`config.mk`:
```
export PLATFORM = sky130hd
export DESIGN_NAME = stopwatch_datapath
export DESIGN_NICKNAME = d
export VERILOG_FILES = /design/src/rtl/stopwatch_pkg.sv /design/src/rtl/time_counter.sv /design/src/rtl/stopwatch_datapath.sv
export SDC_FILE = /design/constraint.sdc
export NUM_CORES = 1
export LEC_CHECK = 0
export CORE_AREA = 2 2 93 95
export CTS_CLUSTER_DIAMETER = 200
export DETAILED_ROUTE_END_ITERATION = 10
export DIE_AREA = 0 0 95 97
export PLACE_DENSITY_LB_ADDON = 0.12
export SYNTH_ARGS = -nofsm -noshare
export SYNTH_HDL_FRONTEND = slang
export SYNTH_HIERARCHICAL = 1
export SYNTH_SLANG_ARGS = --single-unit
```
`constraint.sdc`:
```
create_clock -name clk -period 3.49 [get_ports clk]
set_input_delay 1.047 -clock clk [delete_from_list [all_inputs] [get_ports clk]]
set_output_delay 1.047 -clock clk [all_outputs]
set_load 0.01 [all_outputs]
```
`src/rtl/stopwatch_pkg.sv`:
```
// Shared time-keeping constants for the stopwatch datapath, display splitter and
// clock/time-set blocks.
package stopwatch_pkg;

  localparam int unsigned MSEC_MAX = 100;
  localparam int unsigned SEC_MAX  = 60;
  localparam int unsigned MIN_MAX  = 60;
  localparam int unsigned HOUR_MAX = 24;

  localparam int unsigned MSEC_W = 7;
  localparam int unsigned SEC_W  = 6;
  localparam int unsigned MIN_W  = 6;
  localparam int unsigned HOUR_W = 5;

endpackage

```
`src/rtl/time_counter.sv`:
```
// Modulo-MAX counter stage with synchronous clear and a combinational carry out,
// chained to build the centisecond/second/minute/hour cascade.
module time_counter #(
  parameter int unsigned MAX = 10,
  parameter int unsigned W   = 4
) (
  input  logic         clk,
  input  logic         rst,
  input  logic         clear,
  input  logic         en,
  output logic [W-1:0] cnt,
  output logic         carry
);

  localparam logic [W-1:0] Last = W'(MAX - 1);

  logic [W-1:0] cnt_d, cnt_q;

  // Wrap on >= so a corrupted out-of-range value recovers on the next increment.
  always_comb begin
    cnt_d = cnt_q;
    if (clear) begin
      cnt_d = '0;
    end else if (en) begin
      cnt_d = (cnt_q >= Last) ? '0 : cnt_q + W'(1);
    end
  end

  always_ff @(posedge clk or negedge rst) begin
    if (!rst) begin
      cnt_q <= '0;
    end else begin
      cnt_q <= cnt_d;
    end
  end

  assign cnt   = cnt_q;
  assign carry = en & (cnt_q == Last);

endmodule

```
`src/rtl/stopwatch_datapath.sv`:
```
// Stopwatch time base: prescales clk to a centisecond tick and runs the
// hour:min:sec:centisecond cascade under run_stop/clear control.
module stopwatch_datapath
  import stopwatch_pkg::*;
#(
  parameter int unsigned CLK_FREQ = 100_000_000,
  parameter int unsigned TICK_HZ  = 100
) (
  input  logic              clk,
  input  logic              rst,
  input  logic              run_stop,
  input  logic              clear,
  output logic [MSEC_W-1:0] o_msec,
  output logic [SEC_W-1:0]  o_sec,
  output logic [MIN_W-1:0]  o_min,
  output logic [HOUR_W-1:0] o_hour,
  output logic              o_tick
);

  localparam int unsigned DIV = (TICK_HZ == 0) ? 0 : CLK_FREQ / TICK_HZ;
  localparam int unsigned PW  = (DIV < 2) ? 1 : $clog2(DIV);

  generate
    if (TICK_HZ == 0 || (CLK_FREQ % TICK_HZ) != 0 || DIV < 2) begin : g_bad_div
      $error("stopwatch_datapath: CLK_FREQ must be an exact multiple of TICK_HZ with DIV >= 2");
    end
  endgenerate

  localparam logic [PW-1:0] PrescLast = PW'(DIV - 1);

  logic [PW-1:0] presc_d, presc_q;
  logic          tick;
  logic          o_tick_d, o_tick_q;
  logic          carry_s, carry_m, carry_h;
  logic          hour_carry_unused;

  // A paused fraction stays in presc; only clear discards it.
  always_comb begin
    presc_d = presc_q;
    tick    = 1'b0;
    if (clear) begin
      presc_d = '0;
    end else if (run_stop) begin
      if (presc_q >= PrescLast) begin
        presc_d = '0;
        tick    = 1'b1;
      end else begin
        presc_d = presc_q + PW'(1);
      end
    end
    o_tick_d = tick;
  end

  always_ff @(posedge clk or negedge rst) begin
    if (!rst) begin
      presc_q  <= '0;
      o_tick_q <= 1'b0;
    end else begin
      presc_q  <= presc_d;
      o_tick_q <= o_tick_d;
    end
  end

  assign o_tick = o_tick_q;

  time_counter #(
    .MAX (MSEC_MAX),
    .W   (MSEC_W)
  ) u_msec (
    .clk   (clk),
    .rst   (rst),
    .clear (clear),
    .en    (tick),
    .cnt   (o_msec),
    .carry (carry_s)
  );

  time_counter #(
    .MAX (SEC_MAX),
    .W   (SEC_W)
  ) u_sec (
    .clk   (clk),
    .rst   (rst),
    .clear (clear),
    .en    (carry_s),
    .cnt   (o_sec),
    .carry (carry_m)
  );

  time_counter #(
    .MAX (MIN_MAX),
    .W   (MIN_W)
  ) u_min (
    .clk   (clk),
    .rst   (rst),
    .clear (clear),
    .en    (carry_m),
    .cnt   (o_min),
    .carry (carry_h)
  );

  time_counter #(
    .MAX (HOUR_MAX),
    .W   (HOUR_W)
  ) u_hour (
    .clk   (clk),
    .rst   (rst),
    .clear (clear),
    .en    (carry_h),
    .cnt   (o_hour),
    .carry (hour_carry_unused)
  );

endmodule

```
# ---- Word-level counts from Yosys, hierarchy flattened
# Cells that the tools add are included.
dict set report word_totals {
  regBits 45
  latch_bits 0
  ram_bits 0
  romBits 0
  inputBits 4
  out_inout_bits 25
  word_cells 45
  mem_count 0
}
dict set report op_classes {
  addsub 5
  n_mul 0
  div 0
  order_cmp 5
  eq_ne 3
  shift 0
  n_mux 18
  n_bitwise 3
  reduce_logical 5
}
# operator count
set ops {}
lappend ops {{two-way mux 20 bit} 3}
lappend ops {{two-way mux 6 bit} 6}
lappend ops {{two-way mux 7 bit} 3}
lappend ops {{adder 20 x 1 -> 20 bit, second input constant} 1}
lappend ops {{>= comparator 20 bit, second input constant} 1}
lappend ops {{two-way mux 5 bit} 3}
lappend ops {{adder 6 x 1 -> 6 bit, second input constant} 2}
lappend ops {{== test 6 bit, second input constant} 2}
lappend ops {{>= comparator 6 bit, second input constant} 2}
lappend ops {{nonzero test 2 bit} 5}
lappend ops {{adder 7 x 1 -> 7 bit, second input constant} 1}
lappend ops {{== test 7 bit, second input constant} 1}
lappend ops {{>= comparator 7 bit, second input constant} 1}
lappend ops {{adder 5 x 1 -> 5 bit, second input constant} 1}
lappend ops {{>= comparator 5 bit, second input constant} 1}
lappend ops {{AND 1 bit} 3}
lappend ops {{two-way mux 1 bit} 3}

# ---- Depth between registers and ports, before layout
dict set report depth {
  depth_word 9
  mapped_depth 16
  mapped_depth_nobuf 14
}

# ---- By module
# The synthesis kept the hierarchy.
# module n_inst cells_per_inst area_each_um2 seq_area_each_um2
set modules_own_cells {}
lappend modules_own_cells {stopwatch_datapath 1 112 1137.3 525.5}
lappend modules_own_cells {{time_counter (u_min ...)} 2 37 347.8 150.1}
lappend modules_own_cells {{time_counter (u_msec)} 1 48 434.2 175.2}
lappend modules_own_cells {{time_counter (u_hour)} 1 33 291.5 125.1}

# ---- Worst setup path after synthesis
# Ideal clock, no wire load.
dict set report synth_path {
  kind {input port to flip-flop}
  start {in run_stop}
  end {reg u_hour.cnt_q[3] (netlist: u_hour/cnt[3])}
  t_arrival_ns 3.143
  required_ns 3.413
  setup_slack_ns 0.270
  cell_stages 12
  cell_sequence {nand2_1 -> nor3_1 -> buf_2 -> nand2_1 -> nor3_1 -> nand3b_1 -> nor2_1 -> nand3b_1 -> nor2_1 -> nand2_2 -> or4_1 -> a21oi_1}
}
dict set report synth_via {
  elab_chain_len 6
}
# item line
set synth_lines {}
lappend synth_lines {{start: declaration} stopwatch_datapath.sv:11} ;# input logic run_stop,
lappend synth_lines {{two-way mux 1 bit} stopwatch_datapath.sv:43} ;# end else if (run_stop) begin
lappend synth_lines {{two-way mux 1 bit} stopwatch_datapath.sv:41} ;# if (clear) begin
lappend synth_lines {{named net o_tick_d} stopwatch_datapath.sv:33} ;# logic o_tick_d, o_tick_q;
lappend synth_lines {{AND 1 bit} time_counter.sv:38} ;# assign carry = en & (cnt_q == Last);
lappend synth_lines {{named net carry_s} stopwatch_datapath.sv:34} ;# logic carry_s, carry_m, carry_h;
lappend synth_lines {{AND 1 bit} time_counter.sv:38}
lappend synth_lines {{named net carry_m} stopwatch_datapath.sv:34}
lappend synth_lines {{AND 1 bit} time_counter.sv:38}
lappend synth_lines {{named net carry_h} stopwatch_datapath.sv:34}
lappend synth_lines {{nonzero test 2 bit (no source line)} n/a}
lappend synth_lines {{end signal: assignment} time_counter.sv:33} ;# cnt_q <= cnt_d;
lappend synth_lines {{end: declaration} time_counter.sv:17} ;# logic [W-1:0] cnt_d, cnt_q;
# The timed path passes the listed nets, and every way through them passes these cells.
# A chain may end at the register's enable or synchronous reset.

# ---- Worst setup path in the final report
# Ends and elaborated chain as after synthesis.

==> flow_metrics.env <==
export IMPL_status="finished clean"
export IMPL_power_switching_uw=237
export IMPL_dieArea_mm2=0.00922
export IMPL_power_density_mw_per_mm2=307
export IMPL_syn_instance_count=265
export IMPL_gp_congestion=0.729
export IMPL_num_rows=33
export IMPL_via_per_inst=5.04
export IMPL_crit_buf_inv=1
export IMPL_setup_violations=0
export IMPL_syn_avg_cell_area_um2=9.62
export IMPL_grt_pass1_vias=1979
export IMPL_slew_headroom_pct=64.4
export IMPL_p_sw_share_pct=25.3
export IMPL_hold_buffers=0
export IMPL_floorplan_io_pins=29
export IMPL_cts_htree_levels=2
export IMPL_timing_hold_violations_final=0
export IMPL_cts_sinks=45
export IMPL_pwr_share_comb_pct=8.7
export IMPL_dpl_hpwl_um=3760
export IMPL_core_area_mm2=0.00813
export IMPL_syn_to_final_growth_pct=20.0
export IMPL_grt_use_total_pct=13.2
export IMPL_cts_tree="done"
export IMPL_crit_path_max_fanout=2
export IMPL_cp_slowest_cell="clkdlybuf4s50_1"
export IMPL_clock_skew_ns=0.0135
export IMPL_clock_latency_ns=0.30
export IMPL_diodes=0
export IMPL_layout_nets=312
export IMPL_initial_core_util_pct=31.3
export IMPL_start_kind="input pin"
export IMPL_drtAntennaViolNets=0
export IMPL_drtPass1Iterations=4
export IMPL_fin_util_pct=37.6
export IMPL_min_period_over_period_pct=91.7
export IMPL_p_int_uw=702
export IMPL_p_seq_share_pct=59.1
export IMPL_num_vias=2053
export IMPL_gr_total_overflow=0
export IMPL_worstPathCellList="clkdlybuf4s50_1, nand2_1, nor3_1, nand2_1, nor3_1, nand3b_1, nor2_1, nand3b_1, nor2_1, nand2_2, or4_1, a21oi_1"
export IMPL_drv_slew=0
export IMPL_cp_required_ns=3.71
export IMPL_clkPwrFrac_pct=32.2
export IMPL_fp_dieW_um=95
export IMPL_critical_path_class="in2reg"
export IMPL_cts_buffers=5
export IMPL_tightest_slew_ns=0.532
export IMPL_portBuffers=28
export IMPL_clockRootBuffer="clkbuf_8"
export IMPL_rsz0062_at_grt="false"
export IMPL_grt_max_degree=35
export IMPL_ys_warn_count=6
export IMPL_clkTransAtPathRegs_ns=0.08
export IMPL_critPathCaptureType="flop"
export IMPL_critPathArrivalTime_ns=3.42
export IMPL_grt_pass1_wl_um=9850
export IMPL_n_fill_cell=834
export IMPL_worstHoldPathType="reg2reg"
export IMPL_p_leak_nw=1.23
export IMPL_post_route_min_period_ns=3.20
export IMPL_postCtsSetupBuffers=0
export IMPL_finalPower_uw=940
export IMPL_routedWlPerCell_um=13.5
export IMPL_cp_top_family="simple AND/OR/NAND/NOR gates"
export IMPL_cap_violations=0
export IMPL_dr_first_iter_drc_count=100
export IMPL_antenna_found_initial=0
export IMPL_netlist_area_mm2=0.00255
export IMPL_drive_gt1_share_pct=10.6
export IMPL_routed_wl_um=5480
export IMPL_ir_drop_uv=146
export IMPL_die_h_um=97
export IMPL_cts_resized=0
export IMPL_critical_path_max_stage_delay_ns=0.50
export IMPL_fmax_mhz=313
export IMPL_drc=0
export IMPL_syn_nets=274
export IMPL_clock_path_buffers=2
layout by cell type, fill, tap and decap left out, types with 6 or more instances in the layout:
cell / n
inv_1: 7
xor2_1: 11
nor3_1: 9
clkdlybuf4s50_1: 27
nand3_1: 18
dfrtp_1: 45
a21oi_1: 16
nand2b_1: 12
o21ai_0: 7
and3_1: 6
nand2_1: 15
buf_4: 9
nand3b_1: 10
nor2_1: 28
through the flow:
stage / instance area, µm² / setup WS, ns / TNS [ns] / hold WS (ns) / cells
5_1_grt: 3060 / 0.00113 / 0 / 0.563 / 407
3_3_place_gp: 2990 / -0.00325 / -0.00325 / 0.482 / 401
6_report: 3060 / 0.291 / 0 / 0.498 / 407
4_1_cts: 3060 / 0.235 / 0 / 0.511 / 407
2_1_floorplan: 2550 / 0.281 / 0 / 0.455 / 265
3_5_place_dp: 2990 / -0.0735 / -0.0735 / 0.491 / 401
cell type report:
| type | instances | area [µm²] | area share, % |
|---|---|---|---|
| Clock buffer | 5 | 68.8 | 2.25 |
| Sequential cell | 45 | 1130 | 36.8 |
| Multi-Input combinational cell | 207 | 1360 | 44.4 |
| Timing Repair Buffer | 37 | 343 | 11.2 |
| Clock inverter | 1 | 5.00 | 0.164 |
| Tap cell | 105 | 131 | 4.29 |
| Inverter | 7 | 26.3 | 0.859 |
worst min-delay path, cell delays in order (launching register included):
cell and delay (ns):
dfrtp_1 0.34, a31oi_1 0.04, nor2_1 0.08
power by group through the flow:
stage                     clock network, mW  logic, mW  registers (mW)
after floorplan                           0     0.0343           0.564
after global placement                    0     0.0830           0.566
after detailed placement                  0     0.0842           0.565
after CTS                             0.322     0.0842           0.555
after global routing                  0.337     0.0918           0.558
final                                 0.303     0.0816           0.555
state kept, by name (all words and copies together), names as in the netlist:
register	flops
u_sec/cnt	6
presc_q	20
u_msec/cnt	7
u_hour/cnt	5
o_tick	1
u_min/cnt	6
per-layer routing:
layer / GRT usage [%] / wire length, µm
met4: 3.01 / 17
met3: 3.04 / 169
met5: 0 / 0
met1: 18.7 / 2770
met2: 20.3 / 2520
worst paths after layout:
| kind | start | end | slack (ns) | cells past startpoint |
|---|---|---|---|---|
| min in group asynchronous | rst | u_sec/cnt[3]$_DFFE_PN0P_ | 0.71 | 1 |
| setup / recovery | run_stop | u_hour/cnt[3]$_DFFE_PN0P_ | 0.29 | 12 |
| hold / removal | presc_q[19]$_DFFE_PN0P_ | presc_q[19]$_DFFE_PN0P_ | 0.50 | 2 |
| setup reg to reg | presc_q[0]$_DFFE_PN0P_ | u_hour/cnt[3]$_DFFE_PN0P_ | 0.36 | 14 |
| max in group asynchronous | rst | presc_q[19]$_DFFE_PN0P_ | 2.03 | 2 |
| hold reg to reg | presc_q[19]$_DFFE_PN0P_ | presc_q[19]$_DFFE_PN0P_ | 0.50 | 2 |
(Power assumes the default switching activity.)
